File: src/rtl/fifo_pkg.sv
// Shared types and elaboration-time helpers for the single-clock FIFO.
package fifo_pkg;

    typedef enum logic {
        FIFO_STD  = 1'b0,
        FIFO_FWFT = 1'b1
    } fifo_mode_e;

    // Address bits for `depth` entries plus one wrap bit.
    function automatic int ptr_width(input int depth);
        int w;
        w = 0;
        for (int i = 0; i < 31; i++) begin
            if ((1 << w) < depth) w++;
        end
        return w + 1;
    endfunction

endpackage

File: src/rtl/fifo_ram.sv
// Single-clock storage array with a synchronous write port and a read port
// that is either registered with enable (REG_RD=1) or combinational (REG_RD=0).
module fifo_ram
    import fifo_pkg::*;
#(
    parameter int DATA_W = 8,
    parameter int ADDR_W = 3,
    parameter int REG_RD = 1
) (
    input  logic              clk,
    input  logic              rst,
    input  logic              wr_en,
    input  logic [ADDR_W-1:0] wr_addr,
    input  logic [DATA_W-1:0] wr_data,
    input  logic              rd_en,
    input  logic [ADDR_W-1:0] rd_addr,
    output logic [DATA_W-1:0] rd_data
);

    logic [DATA_W-1:0] mem [1 << ADDR_W];

    // Storage is never reset; the pointers decide what is valid.
    always_ff @(posedge clk) begin
        if (wr_en) mem[wr_addr] <= wr_data;
    end

    generate
        if (REG_RD != 0) begin : g_reg
            logic [DATA_W-1:0] rd_data_d;
            logic [DATA_W-1:0] rd_data_q;

            always_comb begin
                rd_data_d = rd_data_q;
                if (rd_en) rd_data_d = mem[rd_addr];
            end

            always_ff @(posedge clk or posedge rst) begin
                if (rst) rd_data_q <= '0;
                else     rd_data_q <= rd_data_d;
            end

            assign rd_data = rd_data_q;
        end else begin : g_comb
            logic unused_ctrl;
            assign unused_ctrl = ^{rst, rd_en};
            assign rd_data     = mem[rd_addr];
        end
    endgenerate

endmodule

File: src/rtl/sync_fifo.sv
// Single-clock FIFO: pointer management, occupancy, threshold flags, sticky
// overflow/underflow and a standard or first-word-fall-through read port.
module sync_fifo
    import fifo_pkg::*;
#(
    parameter int         DATA_W = 8,
    parameter int         ADDR_W = 3,
    parameter fifo_mode_e MODE   = FIFO_STD,
    parameter int         AF_LVL = (1 << ADDR_W) - 1,
    parameter int         AE_LVL = 1
) (
    input  logic              clk,
    input  logic              rst,
    input  logic              wr_en,
    input  logic [DATA_W-1:0] wr_data,
    input  logic              rd_en,
    output logic [DATA_W-1:0] rd_data,
    output logic              rd_valid,
    output logic              full,
    output logic              empty,
    output logic              almost_full,
    output logic              almost_empty,
    output logic [ADDR_W:0]   count,
    output logic              overflow,
    output logic              underflow
);

    localparam int DEPTH = 1 << ADDR_W;
    localparam int PTR_W = ptr_width(DEPTH);
    localparam logic [PTR_W-1:0] AF_CNT = PTR_W'(AF_LVL);
    localparam logic [PTR_W-1:0] AE_CNT = PTR_W'(AE_LVL);

    logic [PTR_W-1:0] wptr_d, wptr_q;
    logic [PTR_W-1:0] rptr_d, rptr_q;
    logic             ovf_d, ovf_q;
    logic             udf_d, udf_q;
    logic             wr_acc, rd_acc;

    // Flags come only from registered pointers, so they lag the edge by one cycle.
    assign empty = (wptr_q == rptr_q);
    assign full  = (wptr_q[PTR_W-1] != rptr_q[PTR_W-1]) &&
                   (wptr_q[PTR_W-2:0] == rptr_q[PTR_W-2:0]);
    assign count        = wptr_q - rptr_q;
    assign almost_full  = (count >= AF_CNT);
    assign almost_empty = (count <= AE_CNT);
    assign overflow     = ovf_q;
    assign underflow    = udf_q;

    // No pass-through: acceptance looks only at the pre-edge flags.
    assign wr_acc = wr_en && !full;
    assign rd_acc = rd_en && !empty;

    always_comb begin
        wptr_d = wptr_q;
        rptr_d = rptr_q;
        ovf_d  = ovf_q;
        udf_d  = udf_q;
        if (wr_acc)          wptr_d = wptr_q + PTR_W'(1);
        if (rd_acc)          rptr_d = rptr_q + PTR_W'(1);
        if (wr_en && full)   ovf_d  = 1'b1;
        if (rd_en && empty)  udf_d  = 1'b1;
    end

    always_ff @(posedge clk or posedge rst) begin
        if (rst) begin
            wptr_q <= '0;
            rptr_q <= '0;
            ovf_q  <= 1'b0;
            udf_q  <= 1'b0;
        end else begin
            wptr_q <= wptr_d;
            rptr_q <= rptr_d;
            ovf_q  <= ovf_d;
            udf_q  <= udf_d;
        end
    end

    fifo_ram #(
        .DATA_W (DATA_W),
        .ADDR_W (ADDR_W),
        .REG_RD ((MODE == FIFO_STD) ? 1 : 0)
    ) u_ram (
        .clk     (clk),
        .rst     (rst),
        .wr_en   (wr_acc),
        .wr_addr (wptr_q[PTR_W-2:0]),
        .wr_data (wr_data),
        .rd_en   (rd_acc),
        .rd_addr (rptr_q[PTR_W-2:0]),
        .rd_data (rd_data)
    );

    generate
        if (MODE == FIFO_STD) begin : g_std
            logic rd_valid_d, rd_valid_q;

            // Registered read data is valid only in the cycle after an accepted read.
            assign rd_valid_d = rd_acc;

            always_ff @(posedge clk or posedge rst) begin
                if (rst) rd_valid_q <= 1'b0;
                else     rd_valid_q <= rd_valid_d;
            end

            assign rd_valid = rd_valid_q;
        end else begin : g_fwft
            assign rd_valid = !empty;
        end
    endgenerate

endmodule

File: config.mk
export PLATFORM = sky130hd
export DESIGN_NAME = sync_fifo
export DESIGN_NICKNAME = d
export VERILOG_FILES = /design/src/rtl/fifo_pkg.sv /design/src/rtl/fifo_ram.sv /design/src/rtl/sync_fifo.sv
export SDC_FILE = /design/constraint.sdc
export NUM_CORES = 1
export LEC_CHECK = 0
export BUFFER_PORTS_ARGS = -buffer_cell sky130_fd_sc_hd__buf_2
export CAP_MARGIN = 5
export CORE_MARGIN = 2
export CORE_UTILIZATION = 50
export CTS_CLUSTER_DIAMETER = 200
export DETAILED_ROUTE_END_ITERATION = 12
export HOLD_SLACK_MARGIN = 0.1
export PLACE_DENSITY = 0.72
export RECOVER_POWER = 50
export SETUP_SLACK_MARGIN = 0.05
export SYNTH_ARGS = -nofsm -noshare
export SYNTH_HDL_FRONTEND = slang
export SYNTH_SLANG_ARGS = --single-unit
export TNS_END_PERCENT = 100
File: constraint.sdc
create_clock -name clk -period 2.4 [get_ports clk]
set_input_delay 0.36 -clock clk [delete_from_list [all_inputs] [get_ports clk]]
set_output_delay 0.36 -clock clk [all_outputs]
set_load 0.005 [all_outputs]
* Yosys cells after proc, flatten, opt, wreduce, memory -nomap -nowiden
Memory sizes are Yosys's and may differ from the RTL's. A register that Yosys moved wholly into a read port is not among the register bits.
Index checks and enable logic that the tools add are counted.
** Word-level totals
- Flip-flop bits (word level) :: 11
- Bits in writable memories :: 64
- Input bits :: 12
- Output and inout bits :: 19
- Logic and storage cells :: 23
- Memories :: 1
** Memories
- u_ram.mem :: depth 8, width 8, read ports 1, clocked after memory_dff 1, write ports 1, line fifo_ram.sv:20 : logic [DATA_W-1:0] mem [1 << ADDR_W];
** Cells by class
- Add/subtract/negate cells :: 3
- Magnitude comparators :: 2
- Eq/ne operators :: 3
- Muxes and demuxes :: 2
- Reduce and logical (&&, ||, !) cells :: 7
** Operators with widths (count)
- adder 4 x 1 -> 4 bit (second input constant) :: 2
- logical AND 1 bit :: 5
- == test 4 bit :: 1
- greater-or-equal comparator 4 x 3 -> 1 bit (second input constant) :: 1
- less-or-equal comparator 4 x 1 -> 1 bit (second input constant) :: 1
- subtractor 4 bit :: 1
- == test 3 bit :: 1
- logical NOT 1 bit :: 2
- 2-to-1 mux 1 bit :: 2
- inequality test 1 bit :: 1

* Logic depth before layout (Yosys ltp)
Gate-level depths: netlist of run 1.
- Word-level depth :: 6
- Gate-level depth with buffers :: 8

* Cells and area by module
Synthesis of run 1 repeated with hierarchy kept, for this count alone.
** Second synthesis, totals
- Cell total of the unflattened synthesis :: 228
- Area total of the unflattened synthesis :: 3508.4 µm²
** Modules (own cells, without submodules)
- fifo_ram :: times used 1, cells each 170, area an instance 2865.2 µm²
- sync_fifo :: times used 1, cells each 58, area an instance 643.1 µm²

* Least setup slack after synthesis of run 1
No wires, ideal clock.
- Kind :: register to register
- Start :: reg rptr_q[2]
- End :: mem u_ram.mem[0][0] (enable)
- Library setup time :: 383 ps
- Arrival time :: 2074 ps
- Setup slack :: -58 ps
- Stages on the path, launching flop included :: 8
- Buffers on the path :: 1
- Cells stage by stage :: dfrtp_1 clkbuf_1 inv_1 ha_1 nand3_1 o21ai_1 nand2b_1 nor3_1
** On the way
- Longest elaborated chain between the ends :: 6
** RTL lines
- start, declared :: line sync_fifo.sv:34 : logic [PTR_W-1:0] rptr_d, rptr_q;
- start signal, assigned :: line sync_fifo.sv:72 : rptr_q <= rptr_d;
- == test 3 bit :: line sync_fifo.sv:42 : (wptr_q[PTR_W-2:0] == rptr_q[PTR_W-2:0]);
- logical AND 1 bit :: line sync_fifo.sv:41 : assign full = (wptr_q[PTR_W-1] != rptr_q[PTR_W-1]) &&
- logical NOT 1 bit :: line sync_fifo.sv:50 : assign wr_acc = wr_en && !full;
- logical AND 1 bit :: line sync_fifo.sv:50
- 2-to-1 mux 1 bit :: line fifo_ram.sv:24 : if (wr_en) mem[wr_addr] <= wr_data;
- 2-to-1 mux 1 bit (implied by the code) :: line fifo_ram.sv:24
- end, declared :: line fifo_ram.sv:20
Every way passes these cells.

* Final worst setup path of run 1
- Start :: reg wptr_q[1]
- End :: out almost_full
** On the way
- Longest elaborated chain between the ends :: 2
** RTL lines
- start, declared :: line sync_fifo.sv:33 : logic [PTR_W-1:0] wptr_d, wptr_q;
- start signal, assigned :: line sync_fifo.sv:71 : wptr_q <= wptr_d;
- subtractor 4 bit :: line sync_fifo.sv:43 : assign count = wptr_q - rptr_q;
- greater-or-equal comparator 4 x 3 -> 1 bit :: line sync_fifo.sv:44 : assign almost_full = (count >= AF_CNT);
- end, declared :: line sync_fifo.sv:21 : output logic almost_full,
Every way passes these cells.

==> results of run 1 <==
-- worst max path at each step --
stage,from,end,slack (ns)
after detailed placement,wptr_q[0],u_ram.mem[7][5],0.30
after global placement,wptr_q[0],u_ram.mem[4][2],0.36
after global routing,wptr_q[1],almost_full,0.006
final,wptr_q[1],almost_full,0.10
after CTS,wptr_q[0],almost_full,0.09
after floorplan,rptr_q[2],u_ram.mem[1][0],0.11
-- kinds of logic (layout without fill, tap and decap cells) --
family,Yosys count,after routing,share of synthesized area (%)
DFF,83,83,70.4
and+or+nand+nor,36,36,4.71
AOI/OAI and AO/OA,34,34,7.28
muxes,33,33,10.3
buffers and inverters,18,70,2.54
xor gates and xnor gates,8,8,2.28
adders and majority gates,6,6,2.43
-- metal layers --
| layer | share of wire [%] | vias up |
|---|---|---|
| li1 | - | 905 |
| met1 | 49 | 926 |
| met2 | 45 | 48 |
| met3 | 4.5 | 5 |
| met4 | 1.2 | 0 |
| met5 | 0 | - |
-- power groups by stage --
stage,Clock [mW],Combinational (mW),Sequential [mW]
2_1_floorplan,0,1.32,2.08
3_3_place_gp,0,2.02,2.04
3_5_place_dp,0,2.05,2.06
4_1_cts,1.10,2.06,2.02
5_1_grt,1.16,2.30,2.05
6_report,1.07,2.06,2.02
-- repair_timing --
| action | CTS | global route |
|---|---|---|
| endpoints found under the setup margin | 0 | 3 |
| setup buffers | 0 | 1 |
| gates resized for setup | 0 | 1 |
-- sequential cells by signal, summed over array words and instances (netlist names) --
name / count
overflow: 1
u_ram.mem: 64
u_ram.rd_data: 8
rd_valid: 1
rptr_q: 4
underflow: 1
wptr_q: 4
-- synth_stat cells, drive strengths merged --
cell type  instances  area, um2
xor2               4       42.6
o211ai             1       7.51
nand2b             2       12.5
ha                 5       62.6
xnor2              4       35.0
o21ai             12       71.3
o32ai              1       8.76
o211a              1       10.0
inv               11       43.8
nand2             16       60.1
nor3               2       10.0
mux2              17        191
fa                 1       20.0
nand4              1       12.5
nand3              1       5.00
o221ai             8       70.1
edfxtp            64       1920
a21oi              1       5.00
dfrtp             19        475
nor2b              2       12.5
and3               1       6.26
a22oi              8       60.1
buf                5       35.0
nor2              11       41.3
mux2i             16        160
clkbuf             2       7.51
a21o               2       15.0
-- cell type report --
| cell class | instances | area [um2] |
|---|---|---|
| clock buffers | 12 | 145 |
| fillers | 529 | 2760 |
| clock inverters | 4 | 75.1 |
| multi-input cells | 117 | 925 |
| well taps | 80 | 100 |
| flip-flops and latches | 83 | 2400 |
| repair buffers | 43 | 235 |
| inverters | 11 | 43.8 |
-- through the flow --
stage          setup slack, ns  hold slack, ns  utilization, %
6_report                 0.103           0.122            58.7
5_1_grt                0.00625           0.184            58.7
4_1_cts                 0.0856           0.138            58.8
3_5_place_dp             0.300           0.444            55.5
3_3_place_gp             0.362           0.433            55.5
2_1_floorplan            0.113           0.311               -
-- critical path, stage by stage (launching register included) --
cell and delay (ns):
dfrtp_1 0.39, buf_4 0.17, inv_1 0.08, fa_1 0.41
xor2_1 0.20, o32ai_1 0.21, buf_2 0.15
==> results_dict.tcl, run 1 <==
set metrics [dict create \
    status "finished clean" \
    grt_pass1_vias 1825 \
    wire_per_inst_um 17.0 \
    num_rows 30 \
    maxCapViolCount 0 \
    area_growth_pct 15.2 \
    powerDensity_nw_per_um2 1310 \
    grt_max_degree 36 \
    syn_area_um2 3400 \
    critPathCaptureType "output pin" \
    grt_first_pass_wirelength_um 9520 \
    worstPathArrival_ns 1.94 \
    hold_buffers 0 \
    seqPwrFrac_pct 39.1 \
    r2r_end "u_ram.mem[4][1]" \
    core_area_um2 6680 \
    finalHoldViolCount 0 \
    leakage_nw 1.50 \
    synthDistinctLibCells 32 \
    io_pins 31 \
    tritoncts "done" \
    htree_levels 3 \
    syn_inst 218 \
    die_area_um2 7480 \
    grt_busiest_layer "met1" \
    switchingPower_mw 1.75 \
    rr_startpoint "rptr_q[2]" \
    viasPerCell 5.38 \
    layout.nets 283 \
    max_slew_margin_pct 46.5 \
    final_cell_area_um2 3920 \
    final_common_cell "edfxtp_1" \
    syn_area_per_cell_um2 15.6 \
    required_ns 2.04 \
    diodes 0 \
    track_usage_pct 17.2 \
    skew_ns 0.0118 \
    use_met3_pct 3.24 \
    total_power_mw 5.15 \
    portBuffers 30 \
    cts_inserted_buffers 9 \
    irDropWorstVdd_v 0.000586 \
    setup_viol 0 \
    hold_path_class "primary input to async pin" \
    num_vias 1884 \
    die_w_um 86.5 \
    switching_share_pct 33.9 \
    overflow 0 \
    met2_usage_pct 25.3 \
    initial_core_util_pct 50.9 \
    clockPowerShare_pct 20.8 \
    yosys_register_bits 83 \
    gr-usage-met1_pct 25.6 \
    root_buffer "clkbuf_8" \
    place_area_um2 3710 \
    gp_congestion 0.826 \
    antenna_left 0 \
    final_cells 350 \
    reg2reg_depth 8 \
    fp.dieH_um 86.5 \
    maxSlewViolCount 0 \
    clk_pin_slew_worst_paths_ns 0.08 \
    syn_nets 236 \
    cts.sinks 83 \
    path_max_fanout 7 \
    antenna_found_initial 0 \
    max_freq_mhz 435 \
    final_layout_size_suffix_gt1_share_pct 25.6 \
    p_int_mw 3.41 \
    postRouteWirelength_um 5950 \
    combPwrFrac_pct 40.0 \
    reg2reg_slack_ns 0.35 \
    finalCriticalPeriod_ns 2.30 \
    first_pass_iters 4 \
    drc 0 \
    drtIter0Drc 127 \
    tightest_slew_ns 0.799 \
    dp.cells 333 \
    rsz0062_at_grt "yes" \
    yosysSeqAreaShare_pct 70.4 \
    final_cell_mix "edfxtp_1, buf_2, dfrtp_1" \
    place_hpwl_um 4040 \
    insertion_delay_ns 0.34 \
    cts_max_path_buffers 2 \
    yosysWarnings 0 \
    startpoint_type "flop" \
    timing.final.crit_share_pct 95.7 \
    fin_tns_setup_ns 0 \
    path_class "flop to output pin" \
]
(Power assumes the default switching activity.)
==> run 2, diff against run 1 <==
--- a/config.mk
+++ b/config.mk
@@ -7,12 +7,11 @@
 export LEC_CHECK = 0
 export BUFFER_PORTS_ARGS = -buffer_cell sky130_fd_sc_hd__buf_2
 export CAP_MARGIN = 5
-export CORE_MARGIN = 2
-export CORE_UTILIZATION = 50
+export CORE_UTILIZATION = 53
 export CTS_CLUSTER_DIAMETER = 200
 export DETAILED_ROUTE_END_ITERATION = 12
 export HOLD_SLACK_MARGIN = 0.1
-export PLACE_DENSITY = 0.72
+export PLACE_DENSITY = 0.75
 export RECOVER_POWER = 50
 export SETUP_SLACK_MARGIN = 0.05
 export SYNTH_ARGS = -nofsm -noshare
==> run 2 against run 1 <==
Net effect:
- clock-buffer cell count is 3 lower
- sequential cell count did not move
- power fell by 2.6%
- worst setup slack got worse by 0.048 ns
- first-iteration DRC count increased by 19%
- non-clock buffer count shrank 1
- global-route usage rose by 3.4 points
- design area decreased by 1.0%
- wire length grew 2.4%
- die area fell by 9.8%
==> results_dict.tcl, run 2 (synthesized netlist as in run 1, its figures left out) <==
set metrics [dict create \
    top_register "u_ram.mem" \
    tightest_slew_ns 0.803 \
    num_vias 1870 \
    die_area_um2 6750 \
    final_layout_size_suffix_gt1_share_pct 25.3 \
    final_cell_mix "edfxtp_1, dfrtp_1, mux2_2" \
    total_power_mw 5.02 \
    drtIter0Drc 151 \
    htree_levels 3 \
    portBuffers 30 \
    path_max_fanout 4 \
    combPwrFrac_pct 41.4 \
    maxSlewViolCount 0 \
    tritoncts "done" \
    hold_buffers 0 \
    antenna_left 0 \
    io_pins 31 \
    maxCapViolCount 0 \
    worstPathArrival_ns 1.99 \
    p_int_mw 3.19 \
    grt_pass1_vias 1854 \
    hold_ws_ns 0.114 \
    diodes 0 \
    cpLargestDelayFamily "adder cells" \
    clockPowerShare_pct 18.1 \
    startpoint_type "flop" \
    cts_inserted_buffers 9 \
    first_pass_iters 4 \
    skew_ns 0.00580 \
    fin_tns_setup_ns 0 \
    finalCriticalPeriod_ns 2.35 \
    initial_core_util_pct 56.2 \
    grt_busiest_layer "met2" \
    postCtsSetupRepairBufs 0 \
    irDropWorstVdd_v 0.000759 \
    wire_per_inst_um 17.7 \
    num_rows 28 \
    required_ns 2.04 \
    slowest_delay_ns 0.40 \
    powerDensity_nw_per_um2 1290 \
    switching_share_pct 36.6 \
    grt_first_pass_wirelength_um 9360 \
    path_cells "inv_2 > ha_4 > fa_2 > xor2_2 > o32ai_1 > buf_2" \
    gr-usage-met1_pct 28.9 \
    dp.cells 328 \
    met2_usage_pct 29.4 \
    finalHoldViolCount 0 \
    overflow 0 \
    num-fill-cells 473 \
    rsz0062_at_grt "yes" \
    timing.final.crit_share_pct 97.7 \
    path_class "flop to output pin" \
    die_w_um 82.1 \
    fp.dieH_um 82.1 \
    drc 0 \
    largest_register_ffs 64 \
    root_buffer "clkbuf_8" \
    max_freq_mhz 426 \
    gp_congestion 0.822 \
    seqPwrFrac_pct 40.5 \
    status "finished clean" \
    place_hpwl_um 3980 \
    switchingPower_mw 1.84 \
    layout.nets 282 \
    postRouteWirelength_um 6100 \
    reg2reg_depth 5 \
    rr_startpoint "rptr_q[2]" \
    area_growth_pct 14.0 \
    reg2reg_slack_ns 0.33 \
    clk_pin_slew_worst_paths_ns 0.09 \
    ff_latch_area_um2 2400 \
    final_common_cell "edfxtp_1" \
    slowest_stage "dfrtp_1" \
    critPathCaptureType "output pin" \
    multi_input_area_um2 947 \
    r2r_end "u_ram.mem[7][4]" \
    insertion_delay_ns 0.35 \
    leakage_nw 1.47 \
    hold_path_class "primary input to async pin" \
    use_met3_pct 4.51 \
    cts.sinks 83 \
    core_area_um2 6060 \
    grt_max_degree 36 \
    cts_max_path_buffers 2 \
    final_cells 344 \
    max_slew_margin_pct 46.2 \
    viasPerCell 5.44 \
    antenna_found_initial 0 \
    setup_viol 0 \
    timing.critical_path.buf_inv 2 \
    cts_resized 0 \
    track_usage_pct 20.6 \
]
run 2: worst max path at each step:
stage | startpoint | endpoint | cells past startpoint
final | wptr_q[0] | almost_full | 6
after floorplan | rptr_q[2] | u_ram.mem[1][0] | 6
after global placement | wptr_q[0] | u_ram.mem[5][4] | 5
after global routing | wptr_q[0] | almost_full | 6
after CTS | wptr_q[0] | almost_full | 6
after detailed placement | wptr_q[0] | u_ram.mem[7][4] | 5
run 2: power groups by stage:
stage / clock network, mW / logic (mW) / registers [mW]
after floorplan: 0 / 1.32 / 2.08
after global placement: 0 / 1.99 / 2.04
after detailed placement: 0 / 2.02 / 2.06
after CTS: 0.924 / 2.03 / 2.03
after global routing: 0.987 / 2.31 / 2.08
final: 0.907 / 2.08 / 2.03
run 2: routing by layer:
metal / part of all wire (%) / wire length [um]
met1: 49 / 2970
met2: 46 / 2800
met3: 3.3 / 203
met4: 2.0 / 120
met5: 0 / 0
run 2: through the flow:
step                worst slack, ns  utilization, %  cell area, um2
finish                       0.0548            64.0            3880
global route               -0.00688            64.0            3880
CTS                          0.0534            64.0            3880
detailed placement            0.290            61.0            3700
global placement              0.373            61.0            3700
floorplan                     0.113               -            3410
run 2: final cells by class:
type / count / share of cell area [%]
flip-flops and latches: 83 / 61.8
multi-input cells: 117 / 24.4
repair buffers: 42 / 5.71
clock buffers: 9 / 3.19
well taps: 75 / 2.42
clock inverters: 7 / 1.39
inverters: 11 / 1.13
==> run 3, diff against run 2 <==
--- a/config.mk
+++ b/config.mk
@@ -13,6 +13,7 @@
 export HOLD_SLACK_MARGIN = 0.1
 export PLACE_DENSITY = 0.75
 export RECOVER_POWER = 50
+export REMOVE_ABC_BUFFERS = 1
 export SETUP_SLACK_MARGIN = 0.05
 export SYNTH_ARGS = -nofsm -noshare
 export SYNTH_HDL_FRONTEND = slang
==> run 3 against run 2 <==
Net effect:
- clock-buffer cell count is the same
- sequential power is essentially flat
- sequential share of layout area shrank 1.1 points
- non-clock buffer count grew 6
- critical path depth is the same
- design area grew 1.7%
- worst hold slack gained 0.040 ns
- clock power grew 21%
- via count grew 3.8%
- core utilization grew 1.1 points
- critical path type unchanged
- critical endpoint unchanged
- largest cell class unchanged
- largest power group unchanged
- highest routed layer unchanged
==> results_dict.tcl, run 3 (synthesized netlist as in run 1, its figures left out) <==
set metrics [dict create \
    finalCriticalPeriod_ns 2.28 \
    final_layout_size_suffix_gt1_share_pct 26.5 \
    tritoncts "done" \
    overflow 0 \
    place_area_um2 3730 \
    die_w_um 82.1 \
    insertion_delay_ns 0.35 \
    timing.final.crit_share_pct 94.8 \
    wl_met2_um 3010 \
    viasPerCell 5.55 \
    final_cell_area_um2 3950 \
    htree_levels 3 \
    core_area_um2 6060 \
    num-fill-cells 436 \
    maxCapViolCount 0 \
    grt_first_pass_wirelength_um 9330 \
    antenna_left 0 \
    dp.cells 333 \
    ff_latch_area_um2 2400 \
    rr_startpoint "wptr_q[0]" \
    num_vias 1941 \
    cts_max_path_buffers 2 \
    maxSlewViolCount 0 \
    setup_viol 0 \
    critical_path.startpoint "wptr_q[0]" \
    critPathCaptureType "output pin" \
    slowest_delay_ns 0.39 \
    timing.critical_path.buf_inv 2 \
    cts.sinks 83 \
    final_common_cell "edfxtp_1" \
    num_rows 28 \
    first_pass_iters 5 \
    leakage_nw 1.53 \
    tightest_slew_ns 0.909 \
    finalHoldViolCount 0 \
    drc 0 \
    path_max_fanout 4 \
    drtIter0Drc 142 \
    gp_congestion 0.779 \
    worstPathArrival_ns 1.92 \
    skew_ns 0.00878 \
    largest_register_ffs 64 \
    antenna_found_initial 0 \
    multi_input_area_um2 922 \
    slowest_stage "dfrtp_1" \
    status "finished clean" \
    wl_met1_um 2870 \
    portBuffers 30 \
    r2r_end "u_ram.mem[3][5]" \
    grt_pass1_vias 1733 \
    wire_per_inst_um 17.9 \
    rsz0062_at_grt "no" \
    area_growth_pct 16.0 \
    final_cells 350 \
    reg2reg_depth 6 \
    io_pins 31 \
    top_register "u_ram.mem" \
    layout.nets 288 \
    diodes 0 \
    irDropWorstVdd_v 0.000796 \
    required_ns 2.04 \
    path_class "flop to output pin" \
    track_usage_pct 20.5 \
    die_area_um2 6750 \
    hold_path_class "primary input to async pin" \
    max_freq_mhz 439 \
    initial_core_util_pct 56.2 \
    reg2reg_slack_ns 0.21 \
    place_hpwl_um 4030 \
    dr.max_layer_used "met4" \
    wl_met3_um 292 \
    root_buffer "clkbuf_8" \
    path_cells "inv_1 > ha_2 > fa_1 > xor2_1 > o32ai_1 > buf_2" \
    fp.dieH_um 82.1 \
    grt_max_degree 36 \
    startpoint_type "flop" \
    hold_ws_ns 0.154 \
    clk_pin_slew_worst_paths_ns 0.08 \
    final_cell_mix "edfxtp_1, dfrtp_1, buf_2, buf_4, mux2_2" \
    postRouteWirelength_um 6270 \
    max_slew_margin_pct 39.2 \
    cts_inserted_buffers 9 \
    powerDensity_nw_per_um2 1320 \
    cpLargestDelayFamily "adder cells" \
]
## run 3: worst reg2reg max path: stages (launching register included)
cell and delay, ns:
dfrtp_1 0.41, inv_1 0.09, ha_2 0.29, nand3_1 0.12, o211ai_1 0.14, buf_4 0.17, nor2_1 0.61
## run 3: worst max path at each step
stage	to	slack (ns)	depth (start not counted)
2_1_floorplan	u_ram.mem[0][0]	-0.72	5
3_3_place_gp	u_ram.mem[3][0]	0.30	6
3_5_place_dp	u_ram.mem[7][4]	0.21	5
4_1_cts	almost_full	0.06	6
5_1_grt	almost_full	0.06	6
6_report	almost_full	0.12	6
## run 3: what timing repair did
| item | in CTS | in global routing |
|---|---|---|
| setup endpoints to repair | 0 | 2 |
| resized for setup | 0 | 2 |
| buffers inserted | 0 | 1 |
| hold buffers | 0 | 0 |
## run 3: through the flow
step	utilization, %	setup WS (ns)	TNS, ns	total power [mW]
finish	65.2	0.124	0	5.22
global route	65.2	0.0605	0	5.52
CTS	65.2	0.0635	0	5.25
detailed placement	61.6	0.207	0	4.15
global placement	61.6	0.303	0	4.11
floorplan	-	-0.720	-30.66	3.35
## run 3: layout make-up
type,count,share of cell area (%)
Sequential cell,83,60.7
Multi-Input combinational cell,117,23.4
Timing Repair Buffer,48,6.84
Clock buffer,9,3.14
Clock inverter,7,2.47
Tap cell,75,2.38
Inverter,11,1.11
## run 3: per-layer routing
| layer | vias up | GRT usage (%) |
|---|---|---|
| met5 | - | 0 |
| met4 | 0 | 10.0 |
| met3 | 10 | 3.30 |
| met2 | 55 | 31.3 |
| met1 | 954 | 28.9 |
| li1 | 922 | - |
## run 3: power by group
part           internal, mW  leakage, nW  switching (mW)  total, mW
logic                 0.943        0.614            1.16       2.10
clock network         0.591        0.108           0.510       1.10
registers              1.89        0.804           0.128       2.02
total                  3.43         1.53            1.79       5.22
